[config.mk]
export PLATFORM = sky130hd
export DESIGN_NAME = crc_arbiter
export DESIGN_NICKNAME = d
export VERILOG_FILES = /design/src/rtl/crc_arbiter.sv
export SDC_FILE = /design/constraint.sdc
export NUM_CORES = 1
export LEC_CHECK = 0
export CORE_AREA = 2 2 630 632
export DETAILED_ROUTE_END_ITERATION = 12
export DIE_AREA = 0 0 632 634
export PLACE_DENSITY = 0.3
export SETUP_SLACK_MARGIN = 0.15
export SYNTH_ARGS = -nofsm -noshare
export SYNTH_HDL_FRONTEND = slang
export SYNTH_SLANG_ARGS = --single-unit
[constraint.sdc]
create_clock -name clk -period 2.8 [get_ports clk]
set_input_delay 0.56 -clock clk [delete_from_list [all_inputs] [get_ports clk]]
set_output_delay 0.56 -clock clk [all_outputs]
set_load 0.01 [all_outputs]
[src/rtl/crc_arbiter.sv]
// ---------------------------------------------------------------------------
// crc_arbiter
//
// Shares one crc_calculate engine between the transmit framer (TX) and the
// receive checker (RX). Start pulses are latched into one pending flag per
// requester. The engine is granted round-robin, and each job is launched and
// guarded by a watchdog. A TX job returns the computed CRC. An RX job returns
// a pass/fail compare against the received CRC.
//
// Parameters
//   TIMEOUT  engine cycles allowed per job before abort (1..65535)
//   DATA_W   engine data width; a ceiling >= DATA_W is rejected
//
// Ports
//   clk, rst_n          clock, asynchronous active-low reset
//   tx_crc_start        one-cycle TX job request
//   tx_crc_input        TX data, held by requester until tx_crc_valid
//   tx_crc_ceiling      TX last bit index
//   tx_crc_valid        one-cycle TX completion pulse
//   tx_calculated_crc   TX result, held until next TX completion
//   tx_crc_err          qualifies tx_crc_valid: timeout or bad ceiling
//   rx_crc_start        one-cycle RX job request
//   rx_crc_in           RX data, held by requester until rx_crc_check
//   rx_crc_ceiling      RX last bit index
//   rx_received_crc     CRC the RX result is compared against
//   rx_crc_check        one-cycle RX completion pulse
//   rx_crc_valid        CRC match, held until next RX completion
//   eng_data            engine data, muxed from the granted requester
//   eng_ceiling         engine ceiling, muxed from the granted requester
//   eng_start           one-cycle engine start
//   eng_crc             engine result
//   eng_done            engine completion, only sampled while BUSY
//   busy                high in LAUNCH, BUSY and RESP
// ---------------------------------------------------------------------------
module crc_arbiter #(
    parameter int TIMEOUT = 1023,
    parameter int DATA_W  = 480
) (
    input  logic              clk,
    input  logic              rst_n,

    input  logic              tx_crc_start,
    input  logic [DATA_W-1:0] tx_crc_input,
    input  logic [15:0]       tx_crc_ceiling,
    output logic              tx_crc_valid,
    output logic [31:0]       tx_calculated_crc,
    output logic              tx_crc_err,

    input  logic              rx_crc_start,
    input  logic [DATA_W-1:0] rx_crc_in,
    input  logic [15:0]       rx_crc_ceiling,
    input  logic [31:0]       rx_received_crc,
    output logic              rx_crc_check,
    output logic              rx_crc_valid,

    output logic [DATA_W-1:0] eng_data,
    output logic [15:0]       eng_ceiling,
    output logic              eng_start,
    input  logic [31:0]       eng_crc,
    input  logic              eng_done,

    output logic              busy
);

    typedef enum logic [1:0] {
        S_IDLE,
        S_LAUNCH,
        S_BUSY,
        S_RESP
    } state_t;

    typedef enum logic {
        REQ_TX = 1'b0,
        REQ_RX = 1'b1
    } req_t;

    localparam logic [15:0] WD_LOAD    = 16'(TIMEOUT);
    localparam logic [16:0] CEIL_LIMIT = 17'(DATA_W);

    state_t      state, state_d;
    req_t        grant, grant_d;
    req_t        last_grant;
    logic        tx_pending, rx_pending;
    logic [15:0] wd, wd_d;
    logic [15:0] sel_ceiling;
    logic        job_ok;
    logic        enter_resp;
    logic        resp_tx, resp_rx;

    // -----------------------------------------------------------------------
    // Next-state logic
    // -----------------------------------------------------------------------
    // NOTE: every signal gets a default before the case statement, so no
    // path through the block can leave a value unassigned and infer a latch.
    always_comb begin
        state_d     = state;
        grant_d     = grant;
        wd_d        = wd;
        job_ok      = 1'b0;
        sel_ceiling = tx_crc_ceiling;

        case (state)
            S_IDLE: begin
                if (tx_pending || rx_pending) begin
                    if (tx_pending && rx_pending)
                        grant_d = (last_grant == REQ_TX) ? REQ_RX : REQ_TX;
                    else if (tx_pending)
                        grant_d = REQ_TX;
                    else
                        grant_d = REQ_RX;

                    sel_ceiling = (grant_d == REQ_TX) ? tx_crc_ceiling : rx_crc_ceiling;
                    // An out-of-range ceiling never reaches the engine.
                    state_d = ({1'b0, sel_ceiling} >= CEIL_LIMIT) ? S_RESP : S_LAUNCH;
                end
            end

            S_LAUNCH: begin
                wd_d    = WD_LOAD;
                state_d = S_BUSY;
            end

            S_BUSY: begin
                if (eng_done) begin
                    job_ok  = 1'b1;
                    state_d = S_RESP;
                end else if (wd == 16'd0) begin
                    state_d = S_RESP;  // watchdog abort, job_ok stays 0
                end else begin
                    wd_d = wd - 16'd1;
                end
            end

            S_RESP: state_d = S_IDLE;

            default: state_d = S_IDLE;
        endcase
    end

    // Results are registered on the edge that enters RESP. The completion
    // pulse therefore coincides with the RESP cycle.
    assign enter_resp = (state_d == S_RESP) && (state != S_RESP);
    assign resp_tx    = (state == S_RESP) && (grant == REQ_TX);
    assign resp_rx    = (state == S_RESP) && (grant == REQ_RX);

    // -----------------------------------------------------------------------
    // Control state
    // -----------------------------------------------------------------------
    // NOTE: sequential state uses non-blocking assignments only. All flops
    // then see pre-edge values, whatever the order of the statements.
    always_ff @(posedge clk or negedge rst_n) begin
        if (!rst_n) begin
            state      <= S_IDLE;
            grant      <= REQ_TX;
            last_grant <= REQ_RX;
            wd         <= 16'd0;
            tx_pending <= 1'b0;
            rx_pending <= 1'b0;
        end else begin
            state <= state_d;
            grant <= grant_d;
            wd    <= wd_d;
            if (state == S_RESP)
                last_grant <= grant;
            // A start pulse sets the flag. A set flag already covers a
            // duplicate start, and a start during the job's own RESP
            // overrides the clear so that it becomes the next job.
            tx_pending <= tx_crc_start | (tx_pending & ~resp_tx);
            rx_pending <= rx_crc_start | (rx_pending & ~resp_rx);
        end
    end

    // -----------------------------------------------------------------------
    // Registered outputs
    // -----------------------------------------------------------------------
    // NOTE: the wide eng_data register is reset too, because every output
    // must read 0 while rst_n is low.
    always_ff @(posedge clk or negedge rst_n) begin
        if (!rst_n) begin
            tx_crc_valid      <= 1'b0;
            tx_calculated_crc <= 32'd0;
            tx_crc_err        <= 1'b0;
            rx_crc_check      <= 1'b0;
            rx_crc_valid      <= 1'b0;
            eng_start         <= 1'b0;
            eng_ceiling       <= 16'd0;
            eng_data          <= '0;
            busy              <= 1'b0;
        end else begin
            tx_crc_valid <= enter_resp && (grant_d == REQ_TX);
            rx_crc_check <= enter_resp && (grant_d == REQ_RX);

            if (enter_resp && (grant_d == REQ_TX)) begin
                tx_calculated_crc <= job_ok ? eng_crc : 32'd0;
                tx_crc_err        <= ~job_ok;
            end
            if (enter_resp && (grant_d == REQ_RX))
                rx_crc_valid <= job_ok && (eng_crc == rx_received_crc);

            eng_start <= (state_d == S_LAUNCH);
            busy      <= (state_d != S_IDLE);

            // The mux defaults to TX while idle and follows the grant
            // from LAUNCH through RESP.
            if ((state_d == S_IDLE) || (grant_d == REQ_TX)) begin
                eng_data    <= tx_crc_input;
                eng_ceiling <= tx_crc_ceiling;
            end else begin
                eng_data    <= rx_crc_in;
                eng_ceiling <= rx_crc_ceiling;
            end
        end
    end

endmodule

==> report_table.html <==
<table>
<tr><th>Metric</th><th>Value</th></tr>
<tr><th colspan="2">Die</th></tr>
<tr><td>Vert. Die Dim</td><td>634 µm</td></tr>
<tr><td>Horizontal die dimension</td><td>632 µm</td></tr>
<tr><td>Total number of placement rows</td><td>231</td></tr>
<tr><td>IO Pins</td><td>1595</td></tr>
<tr><td>Starting density of the core</td><td>0.0557</td></tr>
<tr><td>CORE AREA</td><td>394000 µm²</td></tr>
<tr><td>Die footprint</td><td>401000 µm²</td></tr>
<tr><th colspan="2">Synth</th></tr>
<tr><td>Top FF cell, synth</td><td>sky130_fd_sc_hd__dfrtp_1</td></tr>
<tr><td>Fraction of the yosys area taken by sequential cells</td><td>0.633</td></tr>
<tr><td>Number of instances in the synthesized netlist</td><td>1342</td></tr>
<tr><td>Distinct cell type count after synthesis</td><td>45</td></tr>
<tr><td>Netlist area before placement</td><td>22000 µm²</td></tr>
<tr><td>Post-synthesis async set-or-reset flop share</td><td>1.00</td></tr>
<tr><td>Nets in the synthesized netlist</td><td>2409</td></tr>
<tr><td>Number of storage elements in the synthesis netlist</td><td>556</td></tr>
<tr><td>Number of enable flip-flop cells after synthesis</td><td>0</td></tr>
<tr><td>Yosys Warn Count</td><td>0</td></tr>
<tr><td>Post-Synthesis Mean Instance Area</td><td>16.4 µm²</td></tr>
<tr><th colspan="2">Placement</th></tr>
<tr><td>Port-buffer cells</td><td>1594</td></tr>
<tr><td>RD Place Congestion</td><td>1.03</td></tr>
<tr><td>DP HPWL</td><td>242 mm</td></tr>
<tr><td>Pre-CTS WS</td><td>-1.24 ns</td></tr>
<tr><th colspan="2">Job</th></tr>
<tr><td>Number of max-cap violations</td><td>0</td></tr>
<tr><th colspan="2">Timing</th></tr>
<tr><td>Worst Clk Skew</td><td>0.0474 ns</td></tr>
<tr><td>Least-Margin Pin Slew</td><td>0.753 ns</td></tr>
<tr><td>Maximum clock rate</td><td>352 MHz</td></tr>
<tr><td>Tmin final</td><td>2.84 ns</td></tr>
<tr><td>Rel. slew slack</td><td>0.498</td></tr>
<tr><td>Period utilization</td><td>1.02</td></tr>
<tr><td>RSZ-0062 raised after global routing</td><td>true</td></tr>
<tr><td>Final setup viols</td><td>38</td></tr>
<tr><td>Final max-slew violation count</td><td>0</td></tr>
<tr><td>Number of failing hold endpoints at the final stage</td><td>0</td></tr>
<tr><td>Setup WS post-layout</td><td>-0.0442 ns</td></tr>
<tr><th colspan="2">Setup path</th></tr>
<tr><td>Largest incremental delay on the critical path</td><td>0.43 ns</td></tr>
<tr><td>Slowest-stage cell, CP</td><td>sky130_fd_sc_hd__or4b_1</td></tr>
<tr><td>Worst Path Buf+Inv</td><td>6</td></tr>
<tr><td>Crit path max fanout</td><td>8</td></tr>
<tr><td>Critical Path Sink</td><td>eng_data[151]</td></tr>
<tr><td>Worst R2R Path Depth</td><td>12</td></tr>
<tr><td>Kind of critical path</td><td>flip-flop to flip-flop</td></tr>
<tr><td>Type of origin of the critical path</td><td>flip-flop</td></tr>
<tr><td>FF-to-FF setup slack</td><td>-0.04 ns</td></tr>
<tr><td>Arrival time at the worst endpoint</td><td>3.47 ns</td></tr>
<tr><td>R2R Path End</td><td>eng_data[151]</td></tr>
<tr><td>Reg2Reg Launch Point</td><td>state[1]</td></tr>
<tr><td>Critical Path RT</td><td>3.43 ns</td></tr>
<tr><td>Setup crit start</td><td>state[1]</td></tr>
<tr><td>Family with the most delay on the worst path</td><td>buffers and inverters</td></tr>
<tr><td>Endpoint class of the critical path</td><td>flip-flop</td></tr>
<tr><td>Critical path depth</td><td>12</td></tr>
<tr><td>Ordered list of cells on the worst path</td><td>inv_2 &gt; ha_4 &gt; buf_6 &gt; or4b_1 &gt; o21ai_1 &gt; a21o_4 &gt; a21oi_4 &gt; buf_12 &gt; buf_12 &gt; buf_16 &gt; buf_16 &gt; mux2_4</td></tr>
<tr><th colspan="2">Clock tree</th></tr>
<tr><td>Clk buf depth</td><td>4</td></tr>
<tr><td>Number of CTS-inserted buffers</td><td>86</td></tr>
<tr><td>Clk root buf</td><td>sky130_fd_sc_hd__clkbuf_16</td></tr>
<tr><td>Clock tree from TritonCTS</td><td>built</td></tr>
<tr><td>Worst-Skew Late Latency</td><td>0.79 ns</td></tr>
<tr><td>Number of levels in the clock H-tree</td><td>3</td></tr>
<tr><td>Clock slew at the register clock pins of the worst setup and hold paths</td><td>0.06 ns</td></tr>
<tr><td>Sinks on Clock Net</td><td>556</td></tr>
<tr><th colspan="2">Power and ir drop</th></tr>
<tr><td>Comb pwr share</td><td>0.593</td></tr>
<tr><td>Leakage power summed over all cells</td><td>18.8 nW</td></tr>
<tr><td>Switching power of the nets</td><td>0.0225 W</td></tr>
<tr><td>Peak VDD IR</td><td>0.000649 V</td></tr>
<tr><td>Power density over cell area</td><td>1220 nW/µm²</td></tr>
<tr><td>Internal power</td><td>0.0387 W</td></tr>
<tr><td>Relative contribution of the clock network to total power</td><td>0.177</td></tr>
<tr><td>Part of the power in registers</td><td>0.230</td></tr>
<tr><td>Net switching fraction of the power</td><td>0.368</td></tr>
<tr><td>Final Total Pwr</td><td>0.0613 W</td></tr>
<tr><th colspan="2">Global routing</th></tr>
<tr><td>Via count of the first global-routing pass</td><td>21800</td></tr>
<tr><td>Total Routing Usage GR</td><td>0.130</td></tr>
<tr><td>GRT Residual Overflow</td><td>0</td></tr>
<tr><td>Pin count of the biggest net entering global routing</td><td>50</td></tr>
<tr><td>Antenna violations before repair</td><td>318</td></tr>
<tr><td>Global-route wire length before repair</td><td>320 mm</td></tr>
<tr><th colspan="2">Cells and area</th></tr>
<tr><td>Share of post-route cells with drive strength above 1</td><td>0.186</td></tr>
<tr><td>Most used cells in the layout excluding fill and tap cells</td><td>sky130_fd_sc_hd__clkdlybuf4s50_1, sky130_fd_sc_hd__dfrtp_1, sky130_fd_sc_hd__mux2_1</td></tr>
<tr><td># nets final</td><td>4195</td></tr>
<tr><td>Area delta synth-&gt;final</td><td>128%</td></tr>
<tr><td>Fillers</td><td>44600</td></tr>
<tr><td>Most common library cell in the layout ignoring fill and taps</td><td>sky130_fd_sc_hd__clkdlybuf4s50_1</td></tr>
<tr><th colspan="2">Routing</th></tr>
<tr><td>Total via count in the routed design</td><td>21100</td></tr>
<tr><td>First DRT Iteration DRCs</td><td>837</td></tr>
<tr><td>DRC viols</td><td>0</td></tr>
<tr><td>Routed Wire Length</td><td>277 mm</td></tr>
<tr><td>Drt pass-1 iters</td><td>4</td></tr>
<tr><td>Routed via count divided by cell count</td><td>2.48</td></tr>
<tr><td>Detail-routed net length per standard cell</td><td>32.5 µm</td></tr>
<tr><td>Remaining number of nets flagged by the antenna check after routing</td><td>0</td></tr>
<tr><th colspan="2">Worst hold path</th></tr>
<tr><td>Type of the most critical hold path</td><td>input port to async pin</td></tr>
<tr><th colspan="2">Outcome</th></tr>
<tr><td>Failing checks</td><td>negative setup slack</td></tr>
<tr><td>Outcome</td><td>finished with violations</td></tr>
</table>
-- final cells by class --
| type | instances | area (µm²) | area share |
|---|---|---|---|
| diodes | 94 | 235 | 0.00469 |
| inverters | 9 | 33.8 | 0.000673 |
| clock inverters | 18 | 208 | 0.00414 |
| multi-input cells | 709 | 8010 | 0.160 |
| clock buffers | 128 | 2510 | 0.0500 |
| repair buffers | 1766 | 18700 | 0.373 |
| well taps | 5242 | 6560 | 0.131 |
| flip-flops and latches | 556 | 13900 | 0.277 |
-- Yosys cell counts, drive strengths merged (2+ instances only) --
library cell | n | area (µm²)
o21ai | 5 | 25.0
ha | 6 | 75.1
or3 | 2 | 12.5
nor4b | 3 | 26.3
nor4 | 13 | 118
nor3 | 6 | 30.0
nand2 | 14 | 52.6
a21o | 3 | 22.5
and3 | 32 | 200
mux2 | 530 | 6080
xor2 | 39 | 342
clkbuf | 10 | 37.5
nand3 | 8 | 40.0
dfrtp | 555 | 13900
inv | 9 | 33.8
xnor2 | 5 | 43.8
nor2 | 9 | 33.8
nor2b | 2 | 12.5
nand4 | 12 | 75.1
nand2b | 4 | 25.0
buf | 58 | 629
-- metrics by stage --
stage,setup TNS [ns],hold WS (ns),utilization,area [µm²],std cells
2_1_floorplan,0,0.264,-,22000,1342
3_3_place_gp,-596.46,0.459,0.114,45000,8218
3_5_place_dp,-589.46,0.467,0.114,45000,8218
4_1_cts,-61.49,0.226,0.123,48400,8386
5_1_grt,-39.60,0.275,0.127,50000,8467
6_report,-0.564,0.310,0.127,50200,8522
-- state kept, by name, indices dropped and copies added, names as in the netlist, 2 cells and up --
name	count
eng_ceiling	16
tx_calculated_crc	32
wd	16
state	2
eng_data	480
-- logic make-up (layout without fill, tap and decap cells) --
group                      Yosys count  count (layout)  synth area share
muxes                              530             530             0.277
AOI/OAI and AO/OA                   19              19           0.00672
xor gates and xnor gates            44              44            0.0175
adders and majority gates            6               6           0.00342
other                                0              94                 0
and+or+nand+nor                    110             110            0.0304
DFF                                556             556             0.633
buffers and inverters               77            1921            0.0319
-- worst min-delay path by stage --
stage / end / depth (start not counted) / slack (ns) / startpoint
after global routing: eng_data[380] / 2 / 0.27 / tx_crc_input[380]
after global placement: last_grant / 2 / 0.46 / last_grant
after floorplan: busy / 0 / 0.26 / rst_n
after CTS: eng_data[413] / 2 / 0.23 / tx_crc_input[413]
final: eng_data[275] / 2 / 0.31 / rst_n
after detailed placement: last_grant / 2 / 0.47 / last_grant
-- repair_timing --
item,CTS,global route
gates cloned,13,32
setup endpoints to repair,545,534
pin swaps,4,7
buffers inserted,8,10
hold buffers,1,0
endpoints found under the hold margin,34,0
resized for setup,69,193
-- power groups by stage --
stage	clock [W]	combinational, W	sequential (W)
after floorplan	0	0.0103	0.0154
after global placement	0	0.0278	0.0143
after detailed placement	0	0.0279	0.0142
after CTS	0.0114	0.0312	0.0142
after global routing	0.0116	0.0381	0.0144
final	0.0109	0.0363	0.0141
-- metal layers --
metal | GRT usage | share of wire | up-vias
met3 | 0.0752 | 0.13 | 697
met1 | 0.131 | 0.34 | 10400
met4 | 0.0357 | 0.033 | 204
met2 | 0.228 | 0.49 | 1322
li1 | - | - | 8461
met5 | 0 | 0.0050 | -
Power figures use the tool's default switching activity.
